`config.mk`:
```
export PLATFORM = sky130hd
export DESIGN_NAME = hazard_scoreboard
export DESIGN_NICKNAME = d
export VERILOG_FILES = /design/src/rtl/hazard_scoreboard.sv
export SDC_FILE = /design/constraint.sdc
export NUM_CORES = 1
export LEC_CHECK = 0
export BUFFER_PORTS_ARGS = -buffer_cell sky130_fd_sc_hd__buf_2
export CAP_MARGIN = 20
export CORE_MARGIN = 1.5
export CORE_UTILIZATION = 39
export CTS_CLUSTER_DIAMETER = 60
export DETAILED_ROUTE_END_ITERATION = 12
export MAX_ROUTING_LAYER = met4
export PLACE_DENSITY = 0.88
export SLEW_MARGIN = 20
export SYNTH_ARGS = -nofsm -noshare
export SYNTH_HDL_FRONTEND = slang
export SYNTH_SLANG_ARGS = --single-unit
export TNS_END_PERCENT = 100
```
`constraint.sdc`:
```
create_clock -name clk -period 1.72 [get_ports clk]
set_input_delay 0.086 -clock clk [delete_from_list [all_inputs] [get_ports clk]]
set_output_delay 0.086 -clock clk [all_outputs]
set_load 0.01 [all_outputs]
```
`src/rtl/hazard_scoreboard.sv`:
```
// Hazard unit: M/W-to-E forwarding, load-use stall, branch flush and multi-cycle E-stage hold.
// Latency: all stall/flush/forward outputs are combinational; only the multi-cycle counter is registered.
// Backpressure: a multi-cycle op freezes F/D/E and bubbles M until its last cycle. Optional counters: HAZARD_PERF_EN.
module hazard_scoreboard #(
    parameter int REG_AW = 5,
    parameter int MC_LAT = 4,   // legal range 2..15
    parameter int CNT_W  = 16
) (
    input  logic              clk,
    input  logic              rst,
    input  logic [REG_AW-1:0] rs1D,
    input  logic [REG_AW-1:0] rs2D,
    input  logic [REG_AW-1:0] rs1E,
    input  logic [REG_AW-1:0] rs2E,
    input  logic [REG_AW-1:0] rdE,
    input  logic [REG_AW-1:0] rdM,
    input  logic [REG_AW-1:0] rdW,
    input  logic              regwrM,
    input  logic              regwrW,
    input  logic              resultsrcE0,
    input  logic              PCsrcE0,
    input  logic              mc_startE,
    output logic [1:0]        forwardAE,
    output logic [1:0]        forwardBE,
    output logic              stallF,
    output logic              stallD,
    output logic              stallE,
    output logic              flushD,
    output logic              flushE,
    output logic              flushM,
    output logic              mc_doneE
`ifdef HAZARD_PERF_EN
    ,
    output logic [CNT_W-1:0]  perf_lw_stalls,
    output logic [CNT_W-1:0]  perf_mc_stalls,
    output logic [CNT_W-1:0]  perf_flushes
`endif
);

    // Counter reload value: the first cycle of the op is the load cycle itself.
    localparam logic [3:0] MC_LOAD = 4'(MC_LAT - 1);

    logic [3:0] mc_cnt_q, mc_cnt_d;
    logic       lwstall;
    logic       mcstall;
    logic       lw_eff;
    logic       br_eff;

    // Forwarding select per operand; M beats W, x0 never forwards.
    always_comb begin
        forwardAE = 2'b00;
        forwardBE = 2'b00;
        if (!rst) begin
            if (regwrM && (rdM != '0) && (rdM == rs1E))      forwardAE = 2'b10;
            else if (regwrW && (rdW != '0) && (rdW == rs1E)) forwardAE = 2'b01;
            if (regwrM && (rdM != '0) && (rdM == rs2E))      forwardBE = 2'b10;
            else if (regwrW && (rdW != '0) && (rdW == rs2E)) forwardBE = 2'b01;
        end
    end

    // Multi-cycle counter next state; mc_startE is ignored on the final (count 1) cycle.
    always_comb begin
        mc_cnt_d = 4'd0;
        if ((mc_cnt_q == 4'd0) && mc_startE) mc_cnt_d = MC_LOAD;
        else if (mc_cnt_q != 4'd0)           mc_cnt_d = mc_cnt_q - 4'd1;
    end

    // Multi-cycle counter register; reset abandons any op in flight.
    always_ff @(posedge clk) begin
        if (rst) mc_cnt_q <= 4'd0;
        else     mc_cnt_q <= mc_cnt_d;
    end

    // Prioritised stall/flush: multi-cycle hold, then branch flush, then load-use.
    always_comb begin
        stallF   = 1'b0;
        stallD   = 1'b0;
        stallE   = 1'b0;
        flushD   = 1'b0;
        flushE   = 1'b0;
        flushM   = 1'b0;
        mc_doneE = 1'b0;
        lwstall  = resultsrcE0 && (rdE != '0) && ((rdE == rs1D) || (rdE == rs2D));
        mcstall  = ((mc_cnt_q == 4'd0) && mc_startE) || (mc_cnt_q > 4'd1);
        lw_eff   = 1'b0;
        br_eff   = 1'b0;
        if (!rst) begin
            mc_doneE = (mc_cnt_q == 4'd1);
            if (mcstall) begin
                stallF = 1'b1;
                stallD = 1'b1;
                stallE = 1'b1;
                flushM = 1'b1;
            end else if (PCsrcE0) begin
                flushD = 1'b1;
                flushE = 1'b1;
                br_eff = 1'b1;
            end else if (lwstall) begin
                stallF = 1'b1;
                stallD = 1'b1;
                flushE = 1'b1;
                lw_eff = 1'b1;
            end
        end
    end

`ifdef HAZARD_PERF_EN
    logic [CNT_W-1:0] perf_lw_q, perf_mc_q, perf_fl_q;
    logic             mc_eff;

    assign mc_eff = mcstall && !rst;

    // Saturating event counters, cleared on reset.
    always_ff @(posedge clk) begin
        if (rst) begin
            perf_lw_q <= '0;
            perf_mc_q <= '0;
            perf_fl_q <= '0;
        end else begin
            if (lw_eff && !(&perf_lw_q)) perf_lw_q <= perf_lw_q + 1'b1;
            if (mc_eff && !(&perf_mc_q)) perf_mc_q <= perf_mc_q + 1'b1;
            if (br_eff && !(&perf_fl_q)) perf_fl_q <= perf_fl_q + 1'b1;
        end
    end

    assign perf_lw_stalls = perf_lw_q;
    assign perf_mc_stalls = perf_mc_q;
    assign perf_flushes   = perf_fl_q;
`else
    // Without the counters the width parameter has no effect.
    if (CNT_W < 1) begin : g_cnt_w_unused
    end
    logic unused_eff;
    assign unused_eff = lw_eff ^ br_eff;
`endif

endmodule
```
==> flow_metrics.env, run 1 <==
export IMPL_status="finished clean"
export IMPL_syn_avg_cell_area_um2=7.69
export IMPL_clock_path_buffers=2
export IMPL_clock_sinks=4
export IMPL_cts_tree="built"
export IMPL_rrSetupSlack_ns=0.57
export IMPL_clk_latency_ns=0.23
export IMPL_ant_nets=0
export IMPL_core_area_um2=1580
export IMPL_grt_pass1_vias=731
export IMPL_grt_antenna_before_repair=0
export IMPL_worst_path_max_fanout=3
export IMPL_grt_busiest_layer="met2"
export IMPL_crit_buf_inv=2
export IMPL_hold_viol_final=0
export IMPL_grt_pass1_wl_um=2930
export IMPL_grt_total_usage_pct=19.9
export IMPL_largest_reg_flops=4
export IMPL_crit_chain="inv_2, ha_4, nand2_2, o211ai_1, or3_1, o21bai_1, buf_2"
export IMPL_grt_start_max_net_pins=13
export IMPL_die_y_um=44.9
export IMPL_setup_viol=0
export IMPL_fmax_mhz=583
export IMPL_seq_area_frac_synth_pct=11.7
export IMPL_drive_gt1_share_pct=50.3
export IMPL_start_kind="register"
export IMPL_endpoint_kind="output pin"
export IMPL_dpl_hpwl_um=1660
export IMPL_vias=849
export IMPL_critPathTopFamily="simple AND/OR/NAND/NOR gates"
export IMPL_slowest_delay_ns=0.37
export IMPL_syn_num_nets=133
export IMPL_timing_final_ws_setup_ns=0.00353
export IMPL_rsz0062_at_grt="true"
export IMPL_pre_cts_ws_ns=0.141
export IMPL_required_ns=1.63
export IMPL_holdPathStages=3
export IMPL_postLayoutCellArea_um2=1070
export IMPL_top_regs="mc_cnt_q x4"
export IMPL_worstPathArrival_ns=1.63
export IMPL_synth_top_area_share_pct=25.6
export IMPL_ys_types=27
export IMPL_tns_ns=0
export IMPL_synthCells=89
export IMPL_yosys_cell_count_top_type="xor2_1"
export IMPL_r2r_end="mc_cnt_q[2]"
export IMPL_htreeDepth=1
export IMPL_placed_area_um2=960
export IMPL_p_leak_nw=0.495
export IMPL_synth_edf_count=0
export IMPL_yosysTopAreaCell="xor2_1"
export IMPL_nNetsFinal=191
export IMPL_period_needed_ns=1.72
export IMPL_root_buffer="clkbuf_4"
export IMPL_maxCapViolations=0
export IMPL_area_growth_pct=55.9
export IMPL_grtUsageMet2_pct=37.7
export IMPL_insertedDiodeCount=0
export IMPL_met1_usage_pct=21.5
export IMPL_reg2reg_from="mc_cnt_q[1]"
export IMPL_cts_buffers=3
export IMPL_drc=0
export IMPL_ys_ff_latch=4
export IMPL_die_area_um2=2020
export IMPL_wl_per_cell_um=12.0
export IMPL_fin_crit_sh_pct=99.8
export IMPL_initial_core_util_pct=43.4
export IMPL_cts_clk_slew_worst_paths_ns=0.04
export IMPL_min_path_type="input port to register"
export IMPL_cts_hold_buf=0
export IMPL_async_flop_share_pct=0
export IMPL_reg2reg_depth=6
export IMPL_synthFlopType="dfxtp_1"
export IMPL_slew_limit_headroom_pct=75.7
export IMPL_ys_top_cells_by_area="xor2_1 26%, xnor2_1 13%, dfxtp_1 12%, or4_1 5.5%, nor2_1 3.8%"
export IMPL_netlist_area_um2=684
export IMPL_worstHoldEndpoint="mc_cnt_q[1]"
export IMPL_max_flop_register="mc_cnt_q"
export IMPL_drtIter0Drc=11
export IMPL_clock_skew_ns=0.00535
export IMPL_power_density_nw_per_um2=959
export IMPL_hp_start="mc_startE"
export IMPL_finalWirelength_um=1940
export IMPL_via_per_inst=5.27
export IMPL_grt_overflow=0
export IMPL_gp_congestion=0.815
export IMPL_maxSlewViolCount=0
export IMPL_synth_warning_count=0
export IMPL_synthTopCellsByCount="20 x xor2_1, 10 x xnor2_1, 7 x nor2_1"
export IMPL_tightest_slew_ns=0.365
export IMPL_crit_path_top_delay_cell="or3_1"
export IMPL_rows=14
export IMPL_numPortBuffers=52
export IMPL_max_vdd_ir_drop_mv=0.567
export IMPL_ios=53
export IMPL_use_met3_pct=2.80
export IMPL_die_w_um=44.9
export IMPL_crit_type="register to output pin"
export IMPL_first_pass_iters=3
[final cells by class]
cell class | instances | area, um^2
multi-input cells | 79 | 621
fillers | 125 | 509
flip-flops and latches | 4 | 82.6
well taps | 16 | 20.0
clock buffers | 3 | 22.5
inverters | 2 | 7.51
repair buffers | 57 | 314
[per-layer routing]
layer / wire length [um] / vias to the layer above / share of wire [%]
li1: - / 424 / -
met1: 786 / 399 / 41
met2: 1060 / 26 / 55
met3: 86 / 0 / 4.4
met4: 0 / 0 / 0
met5: 0 / - / 0
[worst reg2reg max path, delay by kind of cell (launching register included)]
family | cells | cell delay, ns
flops | 1 | 0.31
mux | 1 | 0.25
buf+inv | 2 | 0.23
fa+ha+maj | 1 | 0.15
simple gates | 2 | 0.12
[cells by family (layout without fill, tap and decap cells)]
logic type      after synthesis  in the layout  synth area share [%]
simple gates                 34             34                  29.1
xor+xnor                     30             30                  38.4
compound gates               12             12                  11.1
buf+inv                       6             62                  4.39
flops                         4              4                  11.7
fa+ha+maj                     2              2                  3.66
mux                           1              1                  1.65
[cells in the final DEF, fill, tap and decap left out]
cell type / n
nor4b_1: 1
or4_1: 5
nor2_1: 7
o21ai_0: 1
buf_6: 3
a31oi_1: 2
clkbuf_4: 3
nor3_1: 5
o211ai_1: 1
a22oi_1: 1
dfxtp_2: 2
dfxtp_1: 2
nand2_2: 1
xnor2_1: 10
inv_2: 2
buf_4: 4
xor2_1: 20
nor4_1: 2
nor4_2: 2
nor2b_1: 1
o21bai_1: 1
o21ai_1: 1
o21bai_4: 1
o21ai_2: 1
nor2b_4: 1
a21oi_1: 3
mux2_2: 1
nand3_1: 2
or3_1: 3
buf_2: 50
ha_4: 2
nor3b_1: 1
nand2_1: 3
[worst max-delay path by stage]
| stage | from | to | slack (ns) | depth (start not counted) |
|---|---|---|---|---|
| 6_report | mc_cnt_q[1] | flushE | 0.004 | 7 |
| 5_1_grt | mc_cnt_q[1] | flushE | -0.06 | 7 |
| 4_1_cts | mc_cnt_q[0] | stallF | 0.007 | 6 |
| 3_5_place_dp | mc_cnt_q[0] | flushE | 0.14 | 7 |
| 3_3_place_gp | rdM[1] | forwardAE[0] | 0.15 | 6 |
| 2_1_floorplan | mc_cnt_q[0] | stallF | 0.06 | 7 |
[through the flow]
stage | total power [W] | instances | hold slack (ns) | utilization, %
final | 0.00102 | 161 | 0.156 | 67.7
after global routing | 0.00110 | 161 | 0.184 | 67.7
after CTS | 0.000904 | 160 | 0.137 | 63.8
after detailed placement | 0.000737 | 155 | 0.379 | 60.9
after global placement | 0.000706 | 155 | 0.368 | 60.9
after floorplan | 0.000532 | 89 | 0.237 | -
[power breakdown]
group / total (W) / switching, W / internal, W
Combinational: 0.000741 / 0.000352 / 0.000389
Sequential: 0.000170 / 0.0000354 / 0.000135
Clock: 0.000113 / 0.0000348 / 0.0000778
Total: 0.00102 / 0.000422 / 0.000601
[timing repair]
item,4_1_cts,5_1_grt
buffers inserted,2,1
setup endpoints to repair,3,5
gates resized for setup,3,11
endpoints found under the hold margin,0,0
pin swaps,3,5
(Power assumes the default switching activity.)
==> run 2: changes to the inputs <==
Settings changed: ABC_AREA set to 1, CORE_UTILIZATION 39 to 42, PLACE_DENSITY 0.88 to 0.89.
==> run 2 against run 1 <==
Effect of this change: final cell count up 36%; clock power about the same; routed wire length down 1.2%; critical path type unchanged; largest power group unchanged; highest routed layer unchanged.
==> flow_metrics.env, run 2 <==
export IMPL_die_area_um2=2200
export IMPL_post_cts_resized=0
export IMPL_cts_clk_slew_worst_paths_ns=0.04
export IMPL_netlist_area_um2=808
export IMPL_post_cts_setup_buffer_count=0
export IMPL_grt_overflow=0
export IMPL_ys_types=23
export IMPL_power_density_nw_per_um2=767
export IMPL_async_flop_share_pct=0
export IMPL_cts_tree="built"
export IMPL_required_ns=1.63
export IMPL_syn_num_nets=186
export IMPL_worstPathArrival_ns=1.47
export IMPL_clk_latency_ns=0.23
export IMPL_synthTopCellsByCount="39 x nand2_1, 22 x xnor2_1, 21 x inv_1"
export IMPL_dpl_hpwl_um=1690
export IMPL_gp_congestion=0.737
export IMPL_ios=53
export IMPL_layout_common_cells="52 x buf_2, 39 x nand2_1, 22 x xnor2_1"
export IMPL_final_common_cell="buf_2"
export IMPL_cts_buffers=3
export IMPL_core_area_um2=1760
export IMPL_worstHoldEndpoint="mc_cnt_q[0]"
export IMPL_max_flop_register="mc_cnt_q"
export IMPL_start_kind="register"
export IMPL_syn_avg_cell_area_um2=5.69
export IMPL_grt_antenna_before_repair=0
export IMPL_hold_slack_ns=0.190
export IMPL_root_buffer="clkbuf_4"
export IMPL_slew_limit_headroom_pct=85.0
export IMPL_post_route_util_pct=62.5
export IMPL_grt_total_usage_pct=20.2
export IMPL_reg2reg_depth=5
export IMPL_tns_ns=0
export IMPL_drc=0
export IMPL_maxSlewViolCount=0
export IMPL_clock_sinks=4
export IMPL_rows=15
export IMPL_r2r_end="mc_cnt_q[1]"
export IMPL_ys_top_cells_by_area="xnor2_1 24%, nand2_1 18%, dfxtp_1 9.9%, inv_1 9.8%, nor2_1 9.3%"
export IMPL_grt_pass1_vias=930
export IMPL_synth_top_family_by_area="simple AND/OR/NAND/NOR gates"
export IMPL_p_leak_nw=0.660
export IMPL_finalWirelength_um=1910
export IMPL_synth_warning_count=0
export IMPL_synth_adder_area_share_pct=3.10
export IMPL_ys_ff_latch=4
export IMPL_vias=986
export IMPL_grt_start_max_net_pins=10
export IMPL_endpoint_kind="output pin"
export IMPL_insertedDiodeCount=0
export IMPL_reg2reg_from="mc_cnt_q[0]"
export IMPL_rsz0062_at_grt="false"
export IMPL_yosysTopAreaCell="xnor2_1"
export IMPL_synthXorXnorAreaFrac_pct=24.9
export IMPL_synth_edf_count=0
export IMPL_setup_viol=0
export IMPL_status="finished clean"
export IMPL_first_pass_iters=4
export IMPL_seq_area_frac_synth_pct=9.91
export IMPL_synthCells=142
export IMPL_tightest_slew_ns=0.224
export IMPL_synthMuxAreaShare_pct=0
export IMPL_synth_top_area_share_pct=23.8
export IMPL_via_per_inst=4.50
export IMPL_min_path_type="input port to register"
export IMPL_period_needed_ns=1.56
export IMPL_drive_gt1_share_pct=35.1
export IMPL_grt_pass1_wl_um=3220
export IMPL_top_regs="mc_cnt_q x4"
export IMPL_crit_type="register to output pin"
export IMPL_synth_compound_area_share_pct=4.33
export IMPL_numPortBuffers=52
export IMPL_fmax_mhz=643
export IMPL_yosys_cell_count_top_type="nand2_1"
export IMPL_max_vdd_ir_drop_mv=0.482
export IMPL_rrSetupSlack_ns=0.60
export IMPL_wl_per_cell_um=8.74
export IMPL_area_growth_pct=36.4
export IMPL_die_w_um=46.9
export IMPL_fin_crit_sh_pct=90.5
export IMPL_initial_core_util_pct=45.8
export IMPL_ant_nets=0
export IMPL_nNetsFinal=240
export IMPL_hp_start="mc_startE"
export IMPL_synth_simple_area_share_pct=42.9
export IMPL_synthFlopType="dfxtp_1"
export IMPL_hold_viol_final=0
export IMPL_maxCapViolations=0
export IMPL_drtIter0Drc=8
export IMPL_clock_path_buffers=2
export IMPL_clock_skew_ns=0.00233
export IMPL_die_y_um=46.9
export IMPL_holdPathStages=3
export IMPL_htreeDepth=1
export IMPL_worst_path_max_fanout=4
export IMPL_largest_reg_flops=4
export IMPL_cts_hold_buf=0
==> run 2: cell count changes after synthesis, moves of 5 or more <==
cell,previous run,this run
nand2_1,4,39
xnor2_1,10,22
nor2_1,7,20
nand3_1,2,8
xor2_1,20,1
inv_1,2,21
or4_1,5,0
==> run 2: worst max path at each step <==
| stage | from | endpoint | slack (ns) | cells after the start |
|---|---|---|---|---|
| floorplan | mc_cnt_q[0] | stallF | 0.48 | 8 |
| global placement | mc_cnt_q[0] | flushE | 0.45 | 8 |
| detailed placement | mc_cnt_q[0] | flushE | 0.42 | 8 |
| CTS | mc_cnt_q[0] | flushE | 0.17 | 8 |
| global route | mc_cnt_q[0] | flushE | 0.07 | 8 |
| finish | mc_cnt_q[0] | flushE | 0.16 | 8 |
==> run 2: area by class of cell <==
type / count / area, um^2
fill: 201 / 662
multi-input combinational: 109 / 608
timing repair buffer: 52 / 260
inverter: 26 / 100
sequential: 4 / 80.1
tap: 25 / 31.3
clock buffer: 3 / 22.5
==> run 2: layer usage <==
layer	vias to the layer above	track usage, %	part of all wire [%]
met1	415	20.5	40
li1	528	-	-
met2	43	41.4	52
met3	0	1.92	7.6
met5	-	-	0
met4	0	3.33	0
==> run 2: cells by family (layout without fill, tap and decap cells) <==
group,count (synthesis),count (layout)
compound gates,6,6
xor+xnor,23,23
fa+ha+maj,2,2
buf+inv,29,81
flops,4,4
simple gates,78,78
==> run 2: report_power, final <==
group          switching, W  internal, W  leakage (nW)
Clock             0.0000369    0.0000780        0.0138
Sequential        0.0000269     0.000129        0.0332
Combinational      0.000321     0.000253         0.613
==> run 2: stage by stage <==
step | worst slack, ns | power [W] | area [um^2] | instances
6_report | 0.164 | 0.000845 | 1100 | 219
5_1_grt | 0.0674 | 0.000928 | 1100 | 219
4_1_cts | 0.173 | 0.000853 | 1100 | 219
3_5_place_dp | 0.424 | 0.000730 | 1080 | 216
3_3_place_gp | 0.454 | 0.000713 | 1080 | 216
2_1_floorplan | 0.482 | 0.000584 | 808 | 142
==> run 2: critical path, stage by stage (launching register included) <==
cell and delay, ns:
dfxtp_1 0.37, inv_1 0.06, ha_1 0.27, nand3_2 0.13, nand2_2 0.07, nor2_2 0.09, nand3_1 0.08, nand2_1 0.05
buf_2 0.12
==> run 3: changes to the inputs <==
Settings changed: CORE_UTILIZATION 42 to 43, CTS_BUF_LIST set to sky130_fd_sc_hd__clkbuf_2 sky130_fd_sc_hd__clkbuf_4 sky130_fd_sc_hd__clkbuf_8, PLACE_DENSITY 0.89 to 0.91.
==> run 3 against run 2 <==
Effect of this change: register-to-register slack better by 0.04 ns; critical path type unchanged; largest power group unchanged; critical path depth stayed put; total power is 0.31% lower; die area is 2.2% lower.
==> flow_metrics.env, run 3 (synthesis gave the netlist of run 2 again) <==
export IMPL_htreeDepth=1
export IMPL_clock_sinks=4
export IMPL_post_cts_resized=0
export IMPL_cts_buffers=3
export IMPL_layout_common_cells="52 x buf_2, 39 x nand2_1, 22 x xnor2_1"
export IMPL_grt_pass1_wl_um=2970
export IMPL_final_common_cell="buf_2"
export IMPL_numPortBuffers=52
export IMPL_nNetsFinal=240
export IMPL_area_growth_pct=36.4
export IMPL_maxUsedRoutingLayer="met4"
export IMPL_core_area_um2=1750
export IMPL_vias=959
export IMPL_slew_limit_headroom_pct=85.3
export IMPL_endpoint_kind="output pin"
export IMPL_tightest_slew_ns=0.219
export IMPL_rrSetupSlack_ns=0.64
export IMPL_reg2reg_depth=5
export IMPL_dr_wl_met3_um=139
export IMPL_clk_latency_ns=0.23
export IMPL_crit_top_cell="nand2_1"
export IMPL_fmax_mhz=651
export IMPL_initial_core_util_pct=46.3
export IMPL_holdPathStages=3
export IMPL_root_buffer="clkbuf_4"
export IMPL_post_cts_setup_buffer_count=0
export IMPL_start_kind="register"
export IMPL_clock_path_buffers=2
export IMPL_cts_tree="built"
export IMPL_p_leak_nw=0.660
export IMPL_min_path_type="input port to register"
export IMPL_max_vdd_ir_drop_mv=0.421
export IMPL_gp_congestion=0.789
export IMPL_maxCapViolations=0
export IMPL_largest_reg_flops=4
export IMPL_drtIter0Drc=7
export IMPL_ant_nets=0
export IMPL_grt_total_usage_pct=19.5
export IMPL_worstHoldEndpoint="mc_cnt_q[1]"
export IMPL_critPathTopFamily="simple AND/OR/NAND/NOR gates"
export IMPL_maxSlewViolCount=0
export IMPL_grt_overflow=0
export IMPL_max_flop_register="mc_cnt_q"
export IMPL_fin_crit_sh_pct=89.3
export IMPL_grt_antenna_before_repair=0
export IMPL_worst_path_max_fanout=4
export IMPL_rows=15
export IMPL_top_regs="mc_cnt_q x4"
export IMPL_r2r_end="mc_cnt_q[0]"
export IMPL_via_per_inst=4.38
export IMPL_die_w_um=46.4
export IMPL_dpl_hpwl_um=1750
export IMPL_required_ns=1.63
export IMPL_rsz0062_at_grt="false"
export IMPL_die_y_um=46.4
export IMPL_power_density_nw_per_um2=764
export IMPL_reg2reg_from="mc_cnt_q[0]"
export IMPL_hold_viol_final=0
export IMPL_met2_length_um=995
export IMPL_ios=53
export IMPL_crit_path_top_delay_cell="dfxtp_1"
export IMPL_drive_gt1_share_pct=35.1
export IMPL_grt_start_max_net_pins=10
export IMPL_critPathLaunch="mc_cnt_q[0]"
export IMPL_cts_hold_buf=0
export IMPL_period_needed_ns=1.54
export IMPL_drt_met1_wl_um=795
export IMPL_first_pass_iters=3
export IMPL_crit_chain="inv_1, ha_1, nand3_2, nand2_2, nor2_2, nand2_1, nand2_1, buf_2"
export IMPL_insertedDiodeCount=0
export IMPL_drc=0
export IMPL_hp_start="mc_startE"
export IMPL_grt_pass1_vias=865
export IMPL_fillers=177
export IMPL_slowest_delay_ns=0.36
export IMPL_worstPathArrival_ns=1.45
export IMPL_wl_per_cell_um=8.85
export IMPL_setup_viol=0
export IMPL_status="finished clean"
export IMPL_tns_ns=0
export IMPL_clock_skew_ns=0.00396
export IMPL_crit_type="register to output pin"
export IMPL_crit_buf_inv=2
export IMPL_cts_clk_slew_worst_paths_ns=0.04
export IMPL_hold_slack_ns=0.185
export IMPL_finalWirelength_um=1940
export IMPL_die_area_um2=2150
==> run 3: cell type report <==
cell class | instances | area (um^2) | share of cell area (%)
well taps | 25 | 31.3 | 2.84
repair buffers | 52 | 260 | 23.6
flip-flops and latches | 4 | 80.1 | 7.26
clock buffers | 3 | 22.5 | 2.04
inverters | 26 | 100 | 9.08
multi-input cells | 109 | 608 | 55.2
==> run 3: per-stage QoR <==
step / setup WS, ns / total power (W) / cells / area, um^2 / utilization, %
floorplan: 0.482 / 0.000584 / 142 / 808 / -
global placement: 0.455 / 0.000712 / 216 / 1080 / 61.9
detailed placement: 0.425 / 0.000733 / 216 / 1080 / 61.9
CTS: 0.175 / 0.000852 / 219 / 1100 / 63.2
global route: 0.0755 / 0.000925 / 219 / 1100 / 63.2
finish: 0.183 / 0.000843 / 219 / 1100 / 63.2
==> run 3: routing by layer <==
metal,global-route usage [%],vias to the layer above
li1,-,526
met1,17.9,388
met2,40.0,43
met3,1.96,2
met4,6.86,0
met5,-,-
==> run 3: where the power goes <==
part,internal [W],switching [W]
sequential,0.000129,0.0000237
clock,0.0000780,0.0000375
combinational,0.000253,0.000321
total,0.000460,0.000383
==> run 3: how the worst max path moves through the flow <==
stage | end | slack, ns | depth (start not counted)
2_1_floorplan | stallF | 0.48 | 8
3_3_place_gp | flushE | 0.46 | 8
3_5_place_dp | flushD | 0.42 | 8
4_1_cts | flushD | 0.18 | 8
5_1_grt | flushE | 0.08 | 8
6_report | flushE | 0.18 | 8
==> run 3: worst reg2reg max path: cells and delay by family (launching register included) <==
family,cells,cell delay [ns]
AOI/OAI and AO/OA,1,0.13
adders and majority gates,1,0.26
DFF,1,0.36
and+or+nand+nor,2,0.20
buffers and inverters,1,0.06
